## src/rtl/dsp_mac_ctrl_if.sv

```systemverilog
// Signal bundle between the MAC sequencer and its surroundings: sample stream,
// coefficient port, DSP slice pins and the result handshake.
interface dsp_mac_ctrl_if #(
    parameter int AW = 2
);
    logic          S_VALID;
    logic          S_READY;
    logic [17:0]   S_DATA;
    logic          CW_EN;
    logic [AW-1:0] CW_ADDR;
    logic [17:0]   CW_DATA;
    logic [17:0]   DSP_A;
    logic [17:0]   DSP_B;
    logic [7:0]    DSP_OPMODE;
    logic          DSP_RST;
    logic [47:0]   DSP_P;
    logic          DSP_CARRYOUT;
    logic          R_VALID;
    logic          R_READY;
    logic [47:0]   R_DATA;
    logic          R_OVF;
    logic          BUSY;

    modport master (
        input  S_VALID, S_DATA, CW_EN, CW_ADDR, CW_DATA, DSP_P, DSP_CARRYOUT, R_READY,
        output S_READY, DSP_A, DSP_B, DSP_OPMODE, DSP_RST, R_VALID, R_DATA, R_OVF, BUSY
    );

    modport slave (
        output S_VALID, S_DATA, CW_EN, CW_ADDR, CW_DATA, DSP_P, DSP_CARRYOUT, R_READY,
        input  S_READY, DSP_A, DSP_B, DSP_OPMODE, DSP_RST, R_VALID, R_DATA, R_OVF, BUSY
    );
endinterface

```

## src/rtl/dsp_mac_ctrl.sv

```systemverilog
// Sequencer for one DSP slice as an unsigned 18x18 MAC: issues NTAPS coefficient*sample
// products per frame and captures the accumulated P three cycles after the last tap.
module dsp_mac_ctrl #(
    parameter int NTAPS = 4,
    parameter int AW    = 2
) (
    input logic            CLK,
    input logic            RSTN,
    dsp_mac_ctrl_if.master bus
);
    typedef enum logic [1:0] {IDLE, RUN, DRAIN} state_t;

    localparam int unsigned   NT       = NTAPS;
    localparam int            LAST     = NTAPS - 1;
    localparam logic [AW-1:0] LAST_TAP = LAST[AW-1:0];
    localparam logic [AW:0]   NTAPS_W  = NTAPS[AW:0];

    state_t        state, state_nxt;
    logic [AW-1:0] tap_cnt, tap_cnt_nxt, tap_idx;
    logic [1:0]    drain_cnt, drain_cnt_nxt;
    logic [17:0]   coef [NTAPS];
    logic          dsp_rst, s_ready, accept, capture, cw_take;
    logic          r_valid, r_ovf, ovf_acc;
    logic [47:0]   r_data;
    logic [7:0]    opmode;

    assign accept  = bus.S_VALID & s_ready;
    assign capture = (state == DRAIN) && (drain_cnt == 2'd2);
    assign cw_take = bus.CW_EN && (state == IDLE) && !accept &&
                     ({1'b0, bus.CW_ADDR} < NTAPS_W);

    always_ff @(posedge CLK or negedge RSTN) begin
        if (!RSTN) begin
            state     <= IDLE;
            tap_cnt   <= '0;
            drain_cnt <= '0;
        end else begin
            state     <= state_nxt;
            tap_cnt   <= tap_cnt_nxt;
            drain_cnt <= drain_cnt_nxt;
        end
    end

    always_comb begin
        state_nxt     = state;
        tap_cnt_nxt   = tap_cnt;
        drain_cnt_nxt = drain_cnt;
        unique case (state)
            IDLE: begin
                if (accept) begin
                    if (NTAPS == 1) begin
                        state_nxt     = DRAIN;
                        drain_cnt_nxt = '0;
                    end else begin
                        state_nxt   = RUN;
                        tap_cnt_nxt = AW'(1);
                    end
                end
            end
            RUN: begin
                if (accept) begin
                    if (tap_cnt == LAST_TAP) begin
                        state_nxt     = DRAIN;
                        tap_cnt_nxt   = '0;
                        drain_cnt_nxt = '0;
                    end else begin
                        tap_cnt_nxt = tap_cnt + AW'(1);
                    end
                end
            end
            DRAIN: begin
                if (capture) begin
                    state_nxt     = IDLE;
                    drain_cnt_nxt = '0;
                end else begin
                    drain_cnt_nxt = drain_cnt + 2'd1;
                end
            end
            default: state_nxt = IDLE;
        endcase
    end

    // IDLE refuses a new frame while an unconsumed result would be overwritten.
    always_comb begin
        s_ready = 1'b0;
        tap_idx = '0;
        unique case (state)
            IDLE:    s_ready = ~dsp_rst & (~r_valid | bus.R_READY);
            RUN: begin
                s_ready = 1'b1;
                tap_idx = tap_cnt;
            end
            default: s_ready = 1'b0;
        endcase
    end

    always_ff @(posedge CLK or negedge RSTN) begin
        if (!RSTN) begin
            dsp_rst <= 1'b1;
            opmode  <= 8'h08;
            r_valid <= 1'b0;
            r_data  <= '0;
            r_ovf   <= 1'b0;
            ovf_acc <= 1'b0;
            for (int unsigned i = 0; i < NT; i++) coef[i] <= '0;
        end else begin
            dsp_rst <= 1'b0;
            if (accept) opmode <= (state == IDLE) ? 8'h01 : 8'h09;
            else        opmode <= 8'h08;
            if (capture) begin
                r_valid <= 1'b1;
                r_data  <= bus.DSP_P;
                r_ovf   <= ovf_acc | bus.DSP_CARRYOUT;
                ovf_acc <= 1'b0;
            end else begin
                ovf_acc <= ovf_acc | bus.DSP_CARRYOUT;
                if (bus.R_READY) r_valid <= 1'b0;
            end
            if (cw_take) coef[bus.CW_ADDR] <= bus.CW_DATA;
        end
    end

    assign bus.S_READY    = s_ready;
    assign bus.DSP_A      = accept ? coef[tap_idx] : '0;
    assign bus.DSP_B      = accept ? bus.S_DATA : '0;
    assign bus.DSP_OPMODE = opmode;
    assign bus.DSP_RST    = dsp_rst;
    assign bus.R_VALID    = r_valid;
    assign bus.R_DATA     = r_data;
    assign bus.R_OVF      = r_ovf;
    assign bus.BUSY       = (state != IDLE);
endmodule

```

## src/flat_wrapper.sv

```systemverilog
// flat-port wrapper written by rule: the top's interface ports become plain ports
module dsp_mac_ctrl_flat 
#(
    parameter int NTAPS = 4,
    parameter int AW    = 2
)
  (CLK, RSTN, bus_S_VALID, bus_S_DATA, bus_CW_EN, bus_CW_ADDR, bus_CW_DATA, bus_DSP_P, bus_DSP_CARRYOUT, bus_R_READY, bus_S_READY, bus_DSP_A, bus_DSP_B, bus_DSP_OPMODE, bus_DSP_RST, bus_R_VALID, bus_R_DATA, bus_R_OVF, bus_BUSY);
  dsp_mac_ctrl_if #(.AW(AW)) bus_i ();
  input logic CLK;
  input logic RSTN;
  input wire logic [$bits(bus_i.S_VALID)-1:0] bus_S_VALID;
  input wire logic [$bits(bus_i.S_DATA)-1:0] bus_S_DATA;
  input wire logic [$bits(bus_i.CW_EN)-1:0] bus_CW_EN;
  input wire logic [$bits(bus_i.CW_ADDR)-1:0] bus_CW_ADDR;
  input wire logic [$bits(bus_i.CW_DATA)-1:0] bus_CW_DATA;
  input wire logic [$bits(bus_i.DSP_P)-1:0] bus_DSP_P;
  input wire logic [$bits(bus_i.DSP_CARRYOUT)-1:0] bus_DSP_CARRYOUT;
  input wire logic [$bits(bus_i.R_READY)-1:0] bus_R_READY;
  output wire logic [$bits(bus_i.S_READY)-1:0] bus_S_READY;
  output wire logic [$bits(bus_i.DSP_A)-1:0] bus_DSP_A;
  output wire logic [$bits(bus_i.DSP_B)-1:0] bus_DSP_B;
  output wire logic [$bits(bus_i.DSP_OPMODE)-1:0] bus_DSP_OPMODE;
  output wire logic [$bits(bus_i.DSP_RST)-1:0] bus_DSP_RST;
  output wire logic [$bits(bus_i.R_VALID)-1:0] bus_R_VALID;
  output wire logic [$bits(bus_i.R_DATA)-1:0] bus_R_DATA;
  output wire logic [$bits(bus_i.R_OVF)-1:0] bus_R_OVF;
  output wire logic [$bits(bus_i.BUSY)-1:0] bus_BUSY;
  assign bus_i.S_VALID = bus_S_VALID;
  assign bus_i.S_DATA = bus_S_DATA;
  assign bus_i.CW_EN = bus_CW_EN;
  assign bus_i.CW_ADDR = bus_CW_ADDR;
  assign bus_i.CW_DATA = bus_CW_DATA;
  assign bus_i.DSP_P = bus_DSP_P;
  assign bus_i.DSP_CARRYOUT = bus_DSP_CARRYOUT;
  assign bus_i.R_READY = bus_R_READY;
  assign bus_S_READY = bus_i.S_READY;
  assign bus_DSP_A = bus_i.DSP_A;
  assign bus_DSP_B = bus_i.DSP_B;
  assign bus_DSP_OPMODE = bus_i.DSP_OPMODE;
  assign bus_DSP_RST = bus_i.DSP_RST;
  assign bus_R_VALID = bus_i.R_VALID;
  assign bus_R_DATA = bus_i.R_DATA;
  assign bus_R_OVF = bus_i.R_OVF;
  assign bus_BUSY = bus_i.BUSY;
  dsp_mac_ctrl #(.NTAPS(NTAPS), .AW(AW)) u_core (.CLK(CLK), .RSTN(RSTN), .bus(bus_i));
endmodule
```

## config.mk

```make
export PLATFORM = sky130hd
export DESIGN_NAME = dsp_mac_ctrl_flat
export DESIGN_NICKNAME = d
export VERILOG_FILES = /design/src/rtl/dsp_mac_ctrl_if.sv /design/src/rtl/dsp_mac_ctrl.sv /design/src/flat_wrapper.sv
export SDC_FILE = /design/constraint.sdc
export NUM_CORES = 1
export LEC_CHECK = 0
export ABC_CLOCK_PERIOD_IN_PS = 2650
export BUFFER_PORTS_ARGS = -buffer_cell sky130_fd_sc_hd__clkbuf_2
export CAP_MARGIN = 30
export CORE_ASPECT_RATIO = 1.25
export CORE_UTILIZATION = 45
export DETAILED_ROUTE_END_ITERATION = 12
export PLACE_DENSITY = 0.83
export SETUP_SLACK_MARGIN = 0.15
export SKIP_LAST_GASP = 1
export SLEW_MARGIN = 20
export SYNTH_ARGS = -nofsm -noshare
export SYNTH_HDL_FRONTEND = slang
export SYNTH_SLANG_ARGS = --single-unit
```

## constraint.sdc

```tcl
create_clock -name CLK -period 2.65 [get_ports CLK]
set_input_delay 0.6625 -clock CLK [delete_from_list [all_inputs] [get_ports CLK]]
set_output_delay 0.6625 -clock CLK [all_outputs]
set_load 0.1 [all_outputs]
```

# [Word level (Yosys, flattened, before mapping)]
# Cells that the tools add are included.
[word_totals] wordCells=74 in_bits=92 reg_bits=138
[op_classes] n_lt_le_gt_ge=3 eq_ne=8 n_reduce_logical=13 add_sub_neg=2 mux=27 n_bitwise=8
[op_table] op="2-to-1 mux 18 bit" count=5
[op_table] op="bitwise mux 72 bit" count=1
[op_table] op="binary-select mux 18 bit (select 2 bit)" count=1
[op_table] op="demux 18 bit (select 2 bit)" count=1
[op_table] op="2-to-1 mux 2 bit" count=10
[op_table] op="2-to-1 mux 4 bit" count=2
[op_table] op="inequality test 2 x 1 -> 1 bit (second input constant)" count=4
[op_table] op="case mux 2 bit (2 select lines)" count=2
[op_table] op="nonzero test 2 bit" count=4
[op_table] op="== test 2 bit (second input constant)" count=3
[op_table] op=">= comparator 3 bit (second input constant)" count=2
[op_table] op="NOT 2 -> 3 bit" count=2
[op_table] op="case mux 2 bit (3 select lines)" count=1
[op_table] op="AND reduction 3 bit" count=2
[op_table] op="adder 2 x 1 -> 2 bit (second input constant)" count=2
[op_table] op="logical AND 1 bit" count=4
[op_table] op="AND reduction 4 bit" count=1
[op_table] op="less-than comparator 3 x 1 -> 1 bit (second input constant)" count=1
[op_table] op="2-to-1 mux 1 bit" count=3
[op_table] op="AND 1 bit" count=2
[op_table] op="== test 2 x 1 -> 1 bit (second input constant)" count=1
[op_table] op="zero test 2 bit" count=1
[op_table] op="NOT 1 bit" count=2
[op_table] op="bitwise OR 1 bit" count=2
[op_table] op="2 further kinds" count=2

# [Longest topological paths before layout]
# Gate-level depths: netlist of the first run.
[logic_depth] word_depth=7 ltp_mapped=10 ltp_nobuf=6

# [Least setup slack after synthesis of the first run]
# No wires, ideal clock.
[synth_path] kind="register to output" start="reg u_core.state[1]" end="out bus_DSP_A[10]" arrival_ps=3895 setup_slack_ps=-1908 stages_incl_launch_ff=8 cell_sequence="dfrtp_1 > inv_1 > ha_1 > buf_2 > clkbuf_1 > clkbuf_1 > nand3_1 > a311oi_1"
[synth_via] elab_chain_cells=7
[synth_rtl] element="start: declaration" line="dsp_mac_ctrl.sv:18" text="state_t state, state_nxt;"
[synth_rtl] element="start signal: assignment" line="dsp_mac_ctrl.sv:38" text="state <= state_nxt;"
[synth_rtl] element="== test 2 x 1 -> 1 bit" line="dsp_mac_ctrl.sv:87" text="unique case (state)"
[synth_rtl] element="2-to-1 mux 2 bit" line="dsp_mac_ctrl.sv:87"
[synth_rtl] element="NOT 2 -> 3 bit (not written as such)" line="dsp_mac_ctrl.sv:124" text="assign bus.DSP_A = accept ? coef[tap_idx] : '0;"
[synth_rtl] element="binary-select mux 18 bit (select 2 bit)" line="dsp_mac_ctrl.sv:124"
[synth_rtl] element="2-to-1 mux 18 bit (not written as such) (2 in series)" line="dsp_mac_ctrl.sv:124"
[synth_rtl] element="2-to-1 mux 18 bit *" line="dsp_mac_ctrl.sv:124"
[synth_rtl] element="end: declaration" line="flat_wrapper.sv:20" text="output wire logic [$bits(bus_i.DSP_A)-1:0] bus_DSP_A;"
# Every way passes the cells marked *; elsewhere a longest branch is shown, timed or not. The select of a mux whose other input is x is not followed.

# [Final worst setup path of the first run]
[layout_path] start="reg u_core.state[0]" end="out bus_DSP_A[16]"
# The elaborated chain is that of the path after synthesis.

==> flow_summary.ini, run 1 <==
[run_status]
status = finished with violations
violations = negative setup slack

[clock_tree]
clk_pin_slew_worst_paths_ns = 0.06
cts_tree = yes
clk_root_buffer_cell = clkbuf_16
clock-sinks = 132
max-clock-path-buffers = 2
cts_hold_buffers = 0
cts_buffers = 17
htreeDepth = 4
clock_latency_ns = 0.41

[grt]
gr-total-overflow = 0
grt_pass1_wl_um = 25200
antenna_found_initial = 0
grt_pass1_vias = 4881
grt_max_degree = 57
grtUsageTotal_pct = 24.4

[die]
die_w_um = 105
io_pins = 189
core_area_sq_um = 12800
initial_core_util_pct = 46.5
design.die.area_sq_um = 13700
die_h_um = 130
rows = 46

[logic_synthesis]
netlist_instances = 441
synth_area_sq_um = 5940
postSynthAreaPerCell_sq_um = 13.5
synth.distinct_cells = 38
ys_seq_elements = 132
yosysSeqAreaShare_pct = 55.6
synth.yosys.warnings = 0

[routing]
viasPerCell = 5.37
via_count = 4386
wl_per_cell_um = 19.3
drtIter0Drc = 122
drtAntennaViolNets = 0
drc = 0
wirelength_um = 15800
dr.pass1.iters = 4

[hold_path]
hold_class = in -> async

[sta]
finalSetupViolCount = 18
relSlewSlack_pct = 59.1
grt_setup_unrepaired = yes
max_freq_mhz = 367
skew_ns = 0.00647
slew_violations = 0
setup_ws_ns = -0.0758
period_share_pct = 103
holdWs_ns = 0.210
fin_crit_ns = 2.73
tightest_slew_ns = 0.613
finalHoldViolCount = 0

[worst_setup_path]
path_class = reg -> out
crit_fanout = 13
end_kind = output port
worst_ep_arrival_time_ns = 2.06
startpoint_type = flip-flop
cp.required_ns = 1.99

[placement]
finalWeightedCongestion = 0.755
dp_hpwl_um = 10300
postPlaceCellArea_sq_um = 8050
dp_slack_ns = 0.142
port_buffers = 182

[finish]
fillers = 878
fin_util_pct = 70.6
nets = 734
area_growth_pct = 51.7
drive_gt1_share_pct = 67.8
fin_area_sq_um = 9020
antenna_cells = 0

[run]
cap_violations = 0
[layout make-up]
class	instances	area (sq um)	share of cell area [%]
Timing Repair Buffer	206	1810	20.1
Sequential cell	132	3310	36.7
Clock inverter	13	129	1.43
Tap cell	168	210	2.33
Inverter	6	22.5	0.250
Clock buffer	19	443	4.91
Multi-Input combinational cell	273	3090	34.3
[worst max-delay path: stages, from the launching register on]
cell      delay (ns)
dfrtp_1         0.42
ha_4            0.23
nand2_4         0.13
buf_12          0.16
nand2_1         0.11
a311oi_4        0.37
buf_12          0.22
[worst paths after layout]
check                                start               endpoint  slack (ns)  cells past startpoint
setup / recovery           u_core.state[0]          bus_DSP_A[16]       -0.08                      6
hold / removal                        RSTN        u_core.coef[10]        0.21                      1
setup reg to reg           u_core.state[0]        u_core.coef[17]        0.50                      6
hold reg to reg             u_core.ovf_acc         u_core.ovf_acc        0.50                      1
max in group asynchronous             RSTN        u_core.coef[34]        1.71                      2
min in group CLK             bus_DSP_P[44]  u_core.bus.R_DATA[44]        0.48                      2
[metal layers]
layer | GRT usage (%) | vias to the layer above | wire (um)
li1 | - | 1967 | -
met2 | 44.5 | 179 | 8300
met1 | 26.6 | 2206 | 6110
met4 | 10.4 | 0 | 433
met5 | 0 | - | 0
met3 | 7.29 | 34 | 961
[state kept, by name, indices dropped and copies added, names as in the netlist]
name / count
u_core.ovf_acc: 1
u_core.drain_cnt: 2
u_core.bus.R_OVF: 1
u_core.bus.R_VALID: 1
u_core.bus.DSP_OPMODE: 2
u_core.bus.DSP_RST: 1
u_core.bus.R_DATA: 48
u_core.state: 2
u_core.tap_cnt: 2
u_core.coef: 72
[metrics by stage]
stage	TNS [ns]	instances
3_3_place_gp	0	776
5_1_grt	-2.26	817
6_report	-0.788	817
4_1_cts	-0.976	817
2_1_floorplan	-2.14	447
3_5_place_dp	0	776
[cell families (layout without fill, tap and decap cells)]
kind of cell             after synthesis  count (layout)  synth area share, %
AO/OA/AOI/OAI                         45              45                 6.40
buffers and inverters                 42             244                 3.64
other                                  1               7               0.0631
multiplexers                         123             123                 23.9
AND/OR/NAND/NOR                       92              92                 9.07
flip-flops                           132             132                 55.6
adder cells (fa/ha/maj)                6               6                 1.26
[Yosys cell counts]
cell type,n,share of area (%)
buf_4,6,0.76
and4_4,1,0.19
nand2b_4,1,0.23
nand3_1,18,1.5
a311oi_1,18,2.7
nand3b_1,1,0.13
buf_2,4,0.34
a31oi_4,1,0.36
clkbuf_1,22,1.4
a21boi_0,1,0.13
nand3_2,1,0.17
nand2b_1,2,0.21
a31o_2,1,0.15
a221o_1,1,0.17
nor2b_1,18,1.9
and3_1,18,1.9
and2_4,1,0.15
nand2_1,25,1.6
buf_1,1,0.063
o22a_1,1,0.15
dfstp_2,2,0.88
buf_12,1,0.34
ha_1,6,1.3
a211oi_1,18,2.3
inv_1,6,0.38
a32o_1,1,0.17
conb_1,1,0.063
nor3b_1,1,0.13
dfrtp_1,130,55
nand4b_4,2,0.80
mux2_4,10,2.5
o21a_1,1,0.13
o21ai_0,1,0.084
buf_6,2,0.38
mux2_2,112,21
mux2_1,1,0.19
a22o_1,1,0.15
nor2_1,3,0.19
[repair_timing]
item	CTS	global route
gates cloned	4	0
setup endpoints to repair	36	36
buffers inserted	5	0
resized for setup	45	2
pin swaps	11	6
[layout by cell type, fill, tap and decap left out, types with 2 or more instances in the layout]
master,n
a211oi_2,7
a211oi_4,11
a311oi_4,18
and3_2,9
and3_4,9
buf_12,42
buf_16,3
buf_4,12
buf_6,4
clkbuf_16,17
clkbuf_2,144
clkinv_4,5
clkinvlp_4,4
conb_1,7
dfrtp_1,128
dfrtp_2,2
ha_1,4
ha_4,2
inv_1,4
inv_2,2
mux2_2,112
mux2_4,10
nand2_1,22
nand2_4,2
nand2b_1,2
nand3_1,11
nand3_2,8
nand4b_4,2
nor2_1,3
nor2b_1,17
Power of run 1 is not shown: default switching activity piles up to over one toggle a cycle in this logic, so the estimate is an artifact.
==> run 2: changes to the inputs <==
--- a/config.mk
+++ b/config.mk
@@ -8,10 +8,12 @@
 export ABC_CLOCK_PERIOD_IN_PS = 2650
 export BUFFER_PORTS_ARGS = -buffer_cell sky130_fd_sc_hd__clkbuf_2
 export CAP_MARGIN = 30
+export CELL_PAD_IN_SITES_DETAIL_PLACEMENT = 1
+export CELL_PAD_IN_SITES_GLOBAL_PLACEMENT = 1
 export CORE_ASPECT_RATIO = 1.25
-export CORE_UTILIZATION = 45
+export CORE_UTILIZATION = 40
 export DETAILED_ROUTE_END_ITERATION = 12
-export PLACE_DENSITY = 0.83
+export PLACE_DENSITY = 0.9
 export SETUP_SLACK_MARGIN = 0.15
 export SKIP_LAST_GASP = 1
 export SLEW_MARGIN = 20
==> run 2 against run 1 <==
  * The flow finishes with violations (design-rule violations, negative setup slack)
  * Non-clock buffer count rose by 18
  * Flip-flop and latch count stayed put
  * Hold slack lost 0.033 ns
  * Setup slack lost 0.051 ns
  * Routed wire length rose by 18%
  * Critical endpoint unchanged
==> flow_summary.ini, run 2 (synthesis results as in run 1) <==
[finish]
layout_common_cells = clkbuf_2 (144), dfrtp_1 (127), mux2_2 (112), buf_12 (47), buf_4 (28)
largest_reg_flops = 72
drive_gt1_share_pct = 69.0
largest-register = u_core.coef
fillers = 1378
antenna_cells = 0
final_cells = 845
layout_commonest_cell = clkbuf_2
fin_area_sq_um = 9110
area_growth_pct = 53.3
nets = 752

[run_status]
status = finished with violations
violations = design-rule violations, negative setup slack

[worst_setup_path]
cp_common_cell = buf_12
path_class = reg -> out
startpoint_type = flip-flop
crit_fanout = 18
end_kind = output port
critPathSlowestCell = a211oi_1
cp.required_ns = 1.99
r2r-end = u_core.coef[1]
r2r_slack_ns = 0.41
r2r_start = u_core.state[0]
worst_ep_arrival_time_ns = 2.11
slowest_delay_ns = 0.44
worstPathCellList = inv_2, ha_4, nand2_2, buf_12, a211oi_1, a311oi_4, buf_12
ff2ff_path_depth = 6

[clock_tree]
max-clock-path-buffers = 2
htreeDepth = 4
cts_buffers = 17
clk_pin_slew_worst_paths_ns = 0.06
cts_tree = yes
clk_root_buffer_cell = clkbuf_16
clock_latency_ns = 0.42
clock-sinks = 132

[placement]
dp_cells = 789
postPlaceCellArea_sq_um = 8120
finalWeightedCongestion = 0.802
port_buffers = 182
dp_hpwl_um = 12100

[grt]
grt_pass1_wl_um = 28500
gr-total-overflow = 0
grt_max_degree = 53
antenna_found_initial = 0
grtUsageTotal_pct = 24.1
grt_pass1_vias = 5244

[sta]
skew_ns = 0.00919
max_freq_mhz = 360
period_share_pct = 105
finalSetupViolCount = 36
fin_crit_ns = 2.78
holdWs_ns = 0.176
finalHoldViolCount = 0
relSlewSlack_pct = 58.0
fin_tns_setup_ns = -3.19
tightest_slew_ns = 0.630
setup_ws_ns = -0.127
slew_violations = 0
grt_setup_unrepaired = yes

[routing]
via_count = 4526
drc = 10
drtAntennaViolNets = 0
wl_per_cell_um = 22.0
dr.pass1.iters = 9
drtIter0Drc = 194
viasPerCell = 5.36
wirelength_um = 18600

[die]
die_h_um = 138
rows = 49
die_w_um = 111
design.die.area_sq_um = 15400
core_area_sq_um = 14500
initial_core_util_pct = 41.1
io_pins = 189

[hold_path]
hold_class = in -> async

[run]
cap_violations = 0
run 2: worst max-delay path, delay by kind of cell (launching register included):
| kind | cells | cell delay (ns) |
|---|---|---|
| compound gates | 2 | 0.54 |
| flops | 1 | 0.41 |
| fa+ha+maj | 1 | 0.18 |
| simple gates | 1 | 0.10 |
| buf+inv | 3 | 0.48 |
run 2: metal layers:
metal  GRT usage (%)  up-vias  wire length (um)
met5               0        -                 0
met4            11.1        0               454
met3            5.74       31               881
met2            44.0      163             10400
met1            26.3     2311              6840
li1                -     2021                 -
run 2: metrics by stage:
stage | utilization [%] | setup WS, ns
2_1_floorplan | - | -0.169
3_3_place_gp | 56.1 | 0.170
3_5_place_dp | 56.1 | 0.0619
4_1_cts | 61.2 | -0.135
5_1_grt | 63.0 | -0.199
6_report | 63.0 | -0.127
run 2: worst max path at each step:
stage                          startpoint             to  slack (ns)  depth (start not counted)
after global routing      u_core.state[1]  bus_DSP_A[16]       -0.20                          7
after detailed placement  u_core.state[1]  bus_DSP_A[15]        0.06                          8
after floorplan               bus_R_READY  bus_DSP_A[15]       -0.17                          5
after CTS                 u_core.state[0]  bus_DSP_A[11]       -0.14                          7
after global placement        bus_R_READY  bus_DSP_A[15]        0.17                          7
final                     u_core.state[1]  bus_DSP_A[16]       -0.13                          7
run 2: layout make-up:
cell class | instances | area [sq um] | share of cell area (%)
clock buffer | 18 | 429 | 4.71
clock inverter | 14 | 151 | 1.66
inverter | 6 | 22.5 | 0.247
multi-input combinational | 273 | 3020 | 33.2
sequential | 132 | 3310 | 36.4
tap | 178 | 223 | 2.45
timing repair buffer | 224 | 1950 | 21.4
run 2: repair_timing:
item / 4_1_cts / 5_1_grt
hold buffers: 0 / 0
setup buffers: 6 / 16
endpoints found under the hold margin: 0 / 0
cloned: 1 / 1
pin swaps: 10 / 7
resized for setup: 20 / 24
endpoints found under the setup margin: 37 / 37
Power of run 2 is left out for the same reason.
